[config.mk]
export PLATFORM = sky130hd
export DESIGN_NAME = sevenseg_scan_flat
export DESIGN_NICKNAME = d
export VERILOG_FILES = /design/src/rtl/sevenseg_scan_if.sv /design/src/rtl/sevenseg_scan.sv /design/src/flat_wrapper.sv
export SDC_FILE = /design/constraint.sdc
export NUM_CORES = 1
export LEC_CHECK = 0
export CAP_MARGIN = 20
export CORE_MARGIN = 3
export CORE_UTILIZATION = 39
export DETAILED_ROUTE_END_ITERATION = 7
export GPL_ROUTABILITY_DRIVEN = 0
export PLACE_DENSITY = 0.6
export SYNTH_ARGS = -nofsm -noshare
export SYNTH_HDL_FRONTEND = slang
export SYNTH_SLANG_ARGS = --single-unit
[constraint.sdc]
create_clock -name clk -period 3.1 [get_ports clk]
set_input_delay 0.31 -clock clk [delete_from_list [all_inputs] [get_ports clk]]
set_output_delay 0.31 -clock clk [all_outputs]
set_load 0.02 [all_outputs]
[src/rtl/sevenseg_scan_if.sv]
// Update handshake between a display-data source and sevenseg_scan.
// The source drives req/wdata/wdp; the scanner answers with a one-cycle ack.
interface sevenseg_scan_if #(
  parameter int NDIG = 4
);
  logic              req;
  logic [4*NDIG-1:0] wdata;
  logic [NDIG-1:0]   wdp;
  logic              ack;

  modport master (output req, wdata, wdp, input ack);
  modport slave  (input req, wdata, wdp, output ack);
endinterface

[src/rtl/sevenseg_scan.sv]
// Time-multiplexed scan controller for common-anode seven-segment digits.
// Shadow data is only replaced at frame boundaries, so a frame never mixes old and new digits.
module sevenseg_scan #(
  parameter int NDIG = 4,
  parameter int DIV  = 1000,
  parameter int DEAD = 50
) (
  input  logic                clk,
  input  logic                rst_n,
  sevenseg_scan_if.slave      bus,
  input  logic                lzb,
  output logic [3:0]          hex,
  output logic [NDIG-1:0]     ndig,
  output logic                ndp,
  output logic                frame
);

  localparam int CW = $clog2(DIV);
  localparam int IW = (NDIG > 1) ? $clog2(NDIG) : 1;
  localparam logic [CW-1:0] CNT_LAST = CW'(DIV - 1);
  localparam logic [CW-1:0] DEAD_C   = CW'(DEAD);
  localparam logic [IW-1:0] IDX_LAST = IW'(NDIG - 1);

  logic [CW-1:0]     cnt_reg, cnt_next;
  logic [IW-1:0]     idx_reg, idx_next;
  logic              run_reg;
  logic [4*NDIG-1:0] sdata_reg, sdata_next;
  logic [NDIG-1:0]   sdp_reg, sdp_next;
  logic              boundary;

  logic [3:0]        hex_reg, hex_next;
  logic [NDIG-1:0]   ndig_reg, ndig_next;
  logic              ndp_reg, ndp_next;
  logic              ack_reg, frame_reg;
  logic              suppress, lit;

  logic [3:0]        nib [NDIG];
  logic [NDIG-1:0]   nz;
  logic [NDIG-1:0]   hi_zero;

  // State register. run_reg makes the first edge after reset a frame boundary.
  always_ff @(posedge clk or negedge rst_n) begin
    if (!rst_n) begin
      cnt_reg   <= '0;
      idx_reg   <= '0;
      run_reg   <= 1'b0;
      sdata_reg <= '0;
      sdp_reg   <= '0;
    end else begin
      cnt_reg   <= cnt_next;
      idx_reg   <= idx_next;
      run_reg   <= 1'b1;
      sdata_reg <= sdata_next;
      sdp_reg   <= sdp_next;
    end
  end

  // Next-state logic
  always_comb begin
    boundary   = ~run_reg | ((cnt_reg == CNT_LAST) && (idx_reg == IDX_LAST));
    cnt_next   = cnt_reg;
    idx_next   = idx_reg;
    sdata_next = sdata_reg;
    sdp_next   = sdp_reg;
    if (!run_reg) begin
      cnt_next = '0;
      idx_next = '0;
    end else if (cnt_reg == CNT_LAST) begin
      cnt_next = '0;
      idx_next = (idx_reg == IDX_LAST) ? '0 : idx_reg + IW'(1);
    end else begin
      cnt_next = cnt_reg + CW'(1);
    end
    if (boundary && bus.req) begin
      sdata_next = bus.wdata;
      sdp_next   = bus.wdp;
    end
  end

  // hi_zero[i]: digits i..NDIG-1 of the incoming shadow value are all zero
  for (genvar gi = 0; gi < NDIG; gi++) begin : g_dig
    assign nib[gi]     = sdata_next[4*gi +: 4];
    assign nz[gi]      = |nib[gi];
    assign hi_zero[gi] = ~|nz[NDIG-1:gi];
  end

  // Outputs are computed from next state and registered, so they describe the cycle being entered
  always_comb begin
    suppress = lzb && (idx_next != '0) && hi_zero[idx_next];
    lit      = (cnt_next >= DEAD_C) && !suppress;
    hex_next = nib[idx_next];
    ndp_next = ~(lit & sdp_next[idx_next]);
    for (int i = 0; i < NDIG; i++) begin
      ndig_next[i] = ~(lit && (idx_next == IW'(i)));
    end
  end

  always_ff @(posedge clk or negedge rst_n) begin
    if (!rst_n) begin
      hex_reg   <= '0;
      ndig_reg  <= '1;
      ndp_reg   <= 1'b1;
      ack_reg   <= 1'b0;
      frame_reg <= 1'b0;
    end else begin
      hex_reg   <= hex_next;
      ndig_reg  <= ndig_next;
      ndp_reg   <= ndp_next;
      ack_reg   <= boundary & bus.req;
      frame_reg <= boundary;
    end
  end

  assign bus.ack = ack_reg;
  assign hex     = hex_reg;
  assign ndig    = ndig_reg;
  assign ndp     = ndp_reg;
  assign frame   = frame_reg;

endmodule
[src/flat_wrapper.sv]
// flat-port wrapper written by rule: the top's interface ports become plain ports
module sevenseg_scan_flat 
#(
  parameter int NDIG = 4,
  parameter int DIV  = 1000,
  parameter int DEAD = 50
)
  (clk, rst_n, lzb, hex, ndig, ndp, frame, bus_req, bus_wdata, bus_wdp, bus_ack);
  sevenseg_scan_if #(.NDIG(NDIG)) bus_i ();
  input  logic clk;
  input  logic rst_n;
  input  logic lzb;
  output logic [3:0] hex;
  output logic [NDIG-1:0] ndig;
  output logic ndp;
  output logic frame;
  input wire logic [$bits(bus_i.req)-1:0] bus_req;
  input wire logic [$bits(bus_i.wdata)-1:0] bus_wdata;
  input wire logic [$bits(bus_i.wdp)-1:0] bus_wdp;
  output wire logic [$bits(bus_i.ack)-1:0] bus_ack;
  assign bus_i.req = bus_req;
  assign bus_i.wdata = bus_wdata;
  assign bus_i.wdp = bus_wdp;
  assign bus_ack = bus_i.ack;
  sevenseg_scan #(.NDIG(NDIG), .DIV(DIV), .DEAD(DEAD)) u_core (.clk(clk), .rst_n(rst_n), .bus(bus_i), .lzb(lzb), .hex(hex), .ndig(ndig), .ndp(ndp), .frame(frame));
endmodule
==> results.yml <==
run_status:
  status: "finished, final reports clean"
die:
  start_util_pct: 40.99
  rows: 26
  dieArea_mm2: 0.006394
  ios: 35
  die_h_um: 79.96
  die_w_um: 79.96
  core_area_mm2: 0.005205
yosys:
  yosys.area.top_type: "dfrtp_1"
  yosys-top-cells-area: "dfrtp_1 (46%), mux2_2 (9.5%), mux2i_1 (8.4%)"
  syn-num-nets: 207
  synth_area_mm2: 0.002133
  synth_compound_area_share_pct: 6.510
  synth_enable_flop_cells: 0
  synth_flop_cell: "dfrtp_1"
  netlist_top_cells_count: "dfrtp_1 (39), mux2_2 (18), mux2i_1 (18), nor2_1 (18), nand2_1 (15)"
  yosysSeqAreaShare_pct: 51.91
  synth.mux.area_fraction_pct: 17.95
  synthXorXnorAreaFrac_pct: 2.463
  synthAdderAreaFrac_pct: 1.701
  synth.most_common_cell: "dfrtp_1"
  synth_top_family_by_area: "multiplexers"
  synthCells: 181
  avgSynthCellArea_um2: 11.79
  yosysWarnings: 0
  yosysUniqueCellTypes: 43
  async_flop_share_pct: 100.0
  yosys.area_share.simple_pct: 17.48
  synth_top_area_share_pct: 45.75
  ys_ff_latch: 44
sta:
  rsz0062_at_grt: "no"
  setup_tns_ns: 0
  drv_slew: 0
  final_hold_viol_count: 0
  skew_ns: 0.01013
  fmax_mhz: 395.2
  relSlewSlack_pct: 64.83
  tightest_slew_ns: 0.5275
  fin_crit_sh_pct: 81.63
  setup_viol: 0
  period_minus_slack_ns: 2.530
clock_network:
  ctsRootBufferMaster: "clkbuf_8"
  cts_sinks: 44
  numCtsBuffers: 5
  clock_path_buffers: 2
  tritoncts: "built"
  cts_setup_buffers: 0
  cts.clk_slew.worst_paths_ns: 0.09
  worstSkewPairLatency_ns: 0.29
  htree_levels: 2
drt:
  wl_met1_um: 1984
  vias_per_cell: 5.157
  avgRoutedWirePerCell_um: 15.46
  highest_layer: "met4"
  drt_pre_antenna_iters: 4
  drtAntennaViolNets: 0
  drc: 0
  vias: 1511
  wl_um: 4531
  wl_met2_um: 2356
  route.met3.wl_um: 162
  drt-initial-drc-count: 106
critical_path:
  slowest_delay_ns: 0.42
  path_delay_family: "multiplexers"
  slowest_stage: "dfrtp_1"
  start_kind: "flop"
  worstPathMaxFanout: 13
  crit_type: "reg2reg"
  critical_path_buf_inv_count: 1
  critical_path_required_ns: 3.27
  crit_top_cell: "mux2i_1"
  path_cells: "ha_1 -> nand4b_4 -> o41ai_4 -> nand2_2 -> buf_4 -> mux2_2 -> mux2i_1 -> mux2i_1"
  arrival_ns: 2.71
  endpoint_kind: "flop"
global_route:
  grt_pass1_vias: 1637
  antenna_found_initial: 0
  gr-usage-all-layers_pct: 15.92
  grt_pass1_wl_um: 7845
  grt_max_degree: 45
  grt-ovfl-total: 0
power:
  cellLeakagePower_nw: 1.237
  power.density_mw_per_mm2: 479.4
  p_total_mw: 1.296
  ir_worst_vdd_mv: 0.2839
final_layout:
  area_growth_pct: 26.69
  stdcell_area_mm2: 0.002703
  finalNonFillerCells: 293
  fillers: 465
  nets: 248
  antenna-diode-count: 0
  largest_reg_flops: 16
  drive_above_1_share_pct: 22.87
  postLayoutCoreUtil_pct: 51.92
placement:
  dpl_cell_area_mm2: 0.002551
  placedCellCount: 283
  port_buffers: 34
  hpwlAfterDp_um: 3428
run:
  maxCapViolCount: 0
min_path:
  hold_class: "in2async"
per-layer routing:
metal,GRT usage (%),up-vias
li1,-,721
met1,20.61,755
met2,26.82,33
met3,3.612,2
met4,4.054,0
met5,0,-
cell type report:
cell class                      instances  area [µm²]  area share [%]
Timing Repair Buffer                   38       380.4           14.07
Multi-Input combinational cell        128       987.2           36.53
Tap cell                               70       87.58           3.241
Inverter                                5       18.77          0.6944
Clock inverter                          2       38.79           1.435
Clock buffer                            6       82.58           3.056
Sequential cell                        44        1107           40.97
kinds of logic after synthesis:
kind of cell / after synthesis
and+or+nand+nor: 67
xor gates and xnor gates: 6
buffers and inverters: 9
adders and majority gates: 3
AOI/OAI and AO/OA: 15
muxes: 36
other: 1
DFF: 44
worst paths after layout:
kind                              startpoint                end  slack [ns]  cells after the start
min                                    rst_n  u_core.sdp_reg[0]        0.34                      2
max                        u_core.cnt_reg[0]      u_core.hex[1]        0.57                      8
min reg2reg                u_core.sdp_reg[3]  u_core.sdp_reg[3]        0.48                      2
min in group clk           u_core.sdp_reg[3]  u_core.sdp_reg[3]        0.48                      2
max reg2reg                u_core.cnt_reg[0]      u_core.hex[1]        0.57                      8
max in group asynchronous              rst_n     u_core.ndig[0]        2.27                      3
cells in the final DEF (no fill, tap or decap), types with 2 or more instances in the layout:
master,instances
dfrtp_1,39
clkdlybuf4s50_1,33
nor2_1,18
mux2_2,18
mux2i_1,18
nand2_1,15
nand3_1,6
nor4_1,6
clkbuf_8,6
dfstp_2,5
xor2_1,4
nor3_1,4
inv_1,3
nand2b_2,2
and3_1,2
xnor2_1,2
or2_2,2
and2_1,2
inv_2,2
a21oi_1,2
o21ai_0,2
nand4_1,2
ha_1,2
buf_4,2
metrics by stage:
| step | worst slack, ns | hold slack [ns] |
|---|---|---|
| 4_1_cts | 0.5164 | 0.2052 |
| 5_1_grt | 0.3887 | 0.3576 |
| 3_3_place_gp | 0.6785 | 0.4731 |
| 3_5_place_dp | 0.5182 | 0.4650 |
| 2_1_floorplan | 0.8784 | 0.01441 |
| 6_report | 0.5695 | 0.3450 |
report_power, final:
| group | internal (mW) | leakage, nW | switching [mW] |
|---|---|---|---|
| registers | 0.624 | 0.537 | 0.0292 |
| clock network | 0.264 | 0.0614 | 0.197 |
| logic | 0.0969 | 0.639 | 0.0844 |
worst reg2reg max path, delay by kind of cell, from the launching register on:
kind	cells	cell delay, ns
AND/OR/NAND/NOR	2	0.42
buffers and inverters	1	0.27
multiplexers	3	0.63
flip-flops	1	0.42
AO/OA/AOI/OAI	1	0.34
adder cells (fa/ha/maj)	1	0.34
timing repair:
action                    CTS  global route
resized for setup           0             0
hold buffers                0             1
hold endpoints to repair    0             2
(Power assumes the default switching activity.)
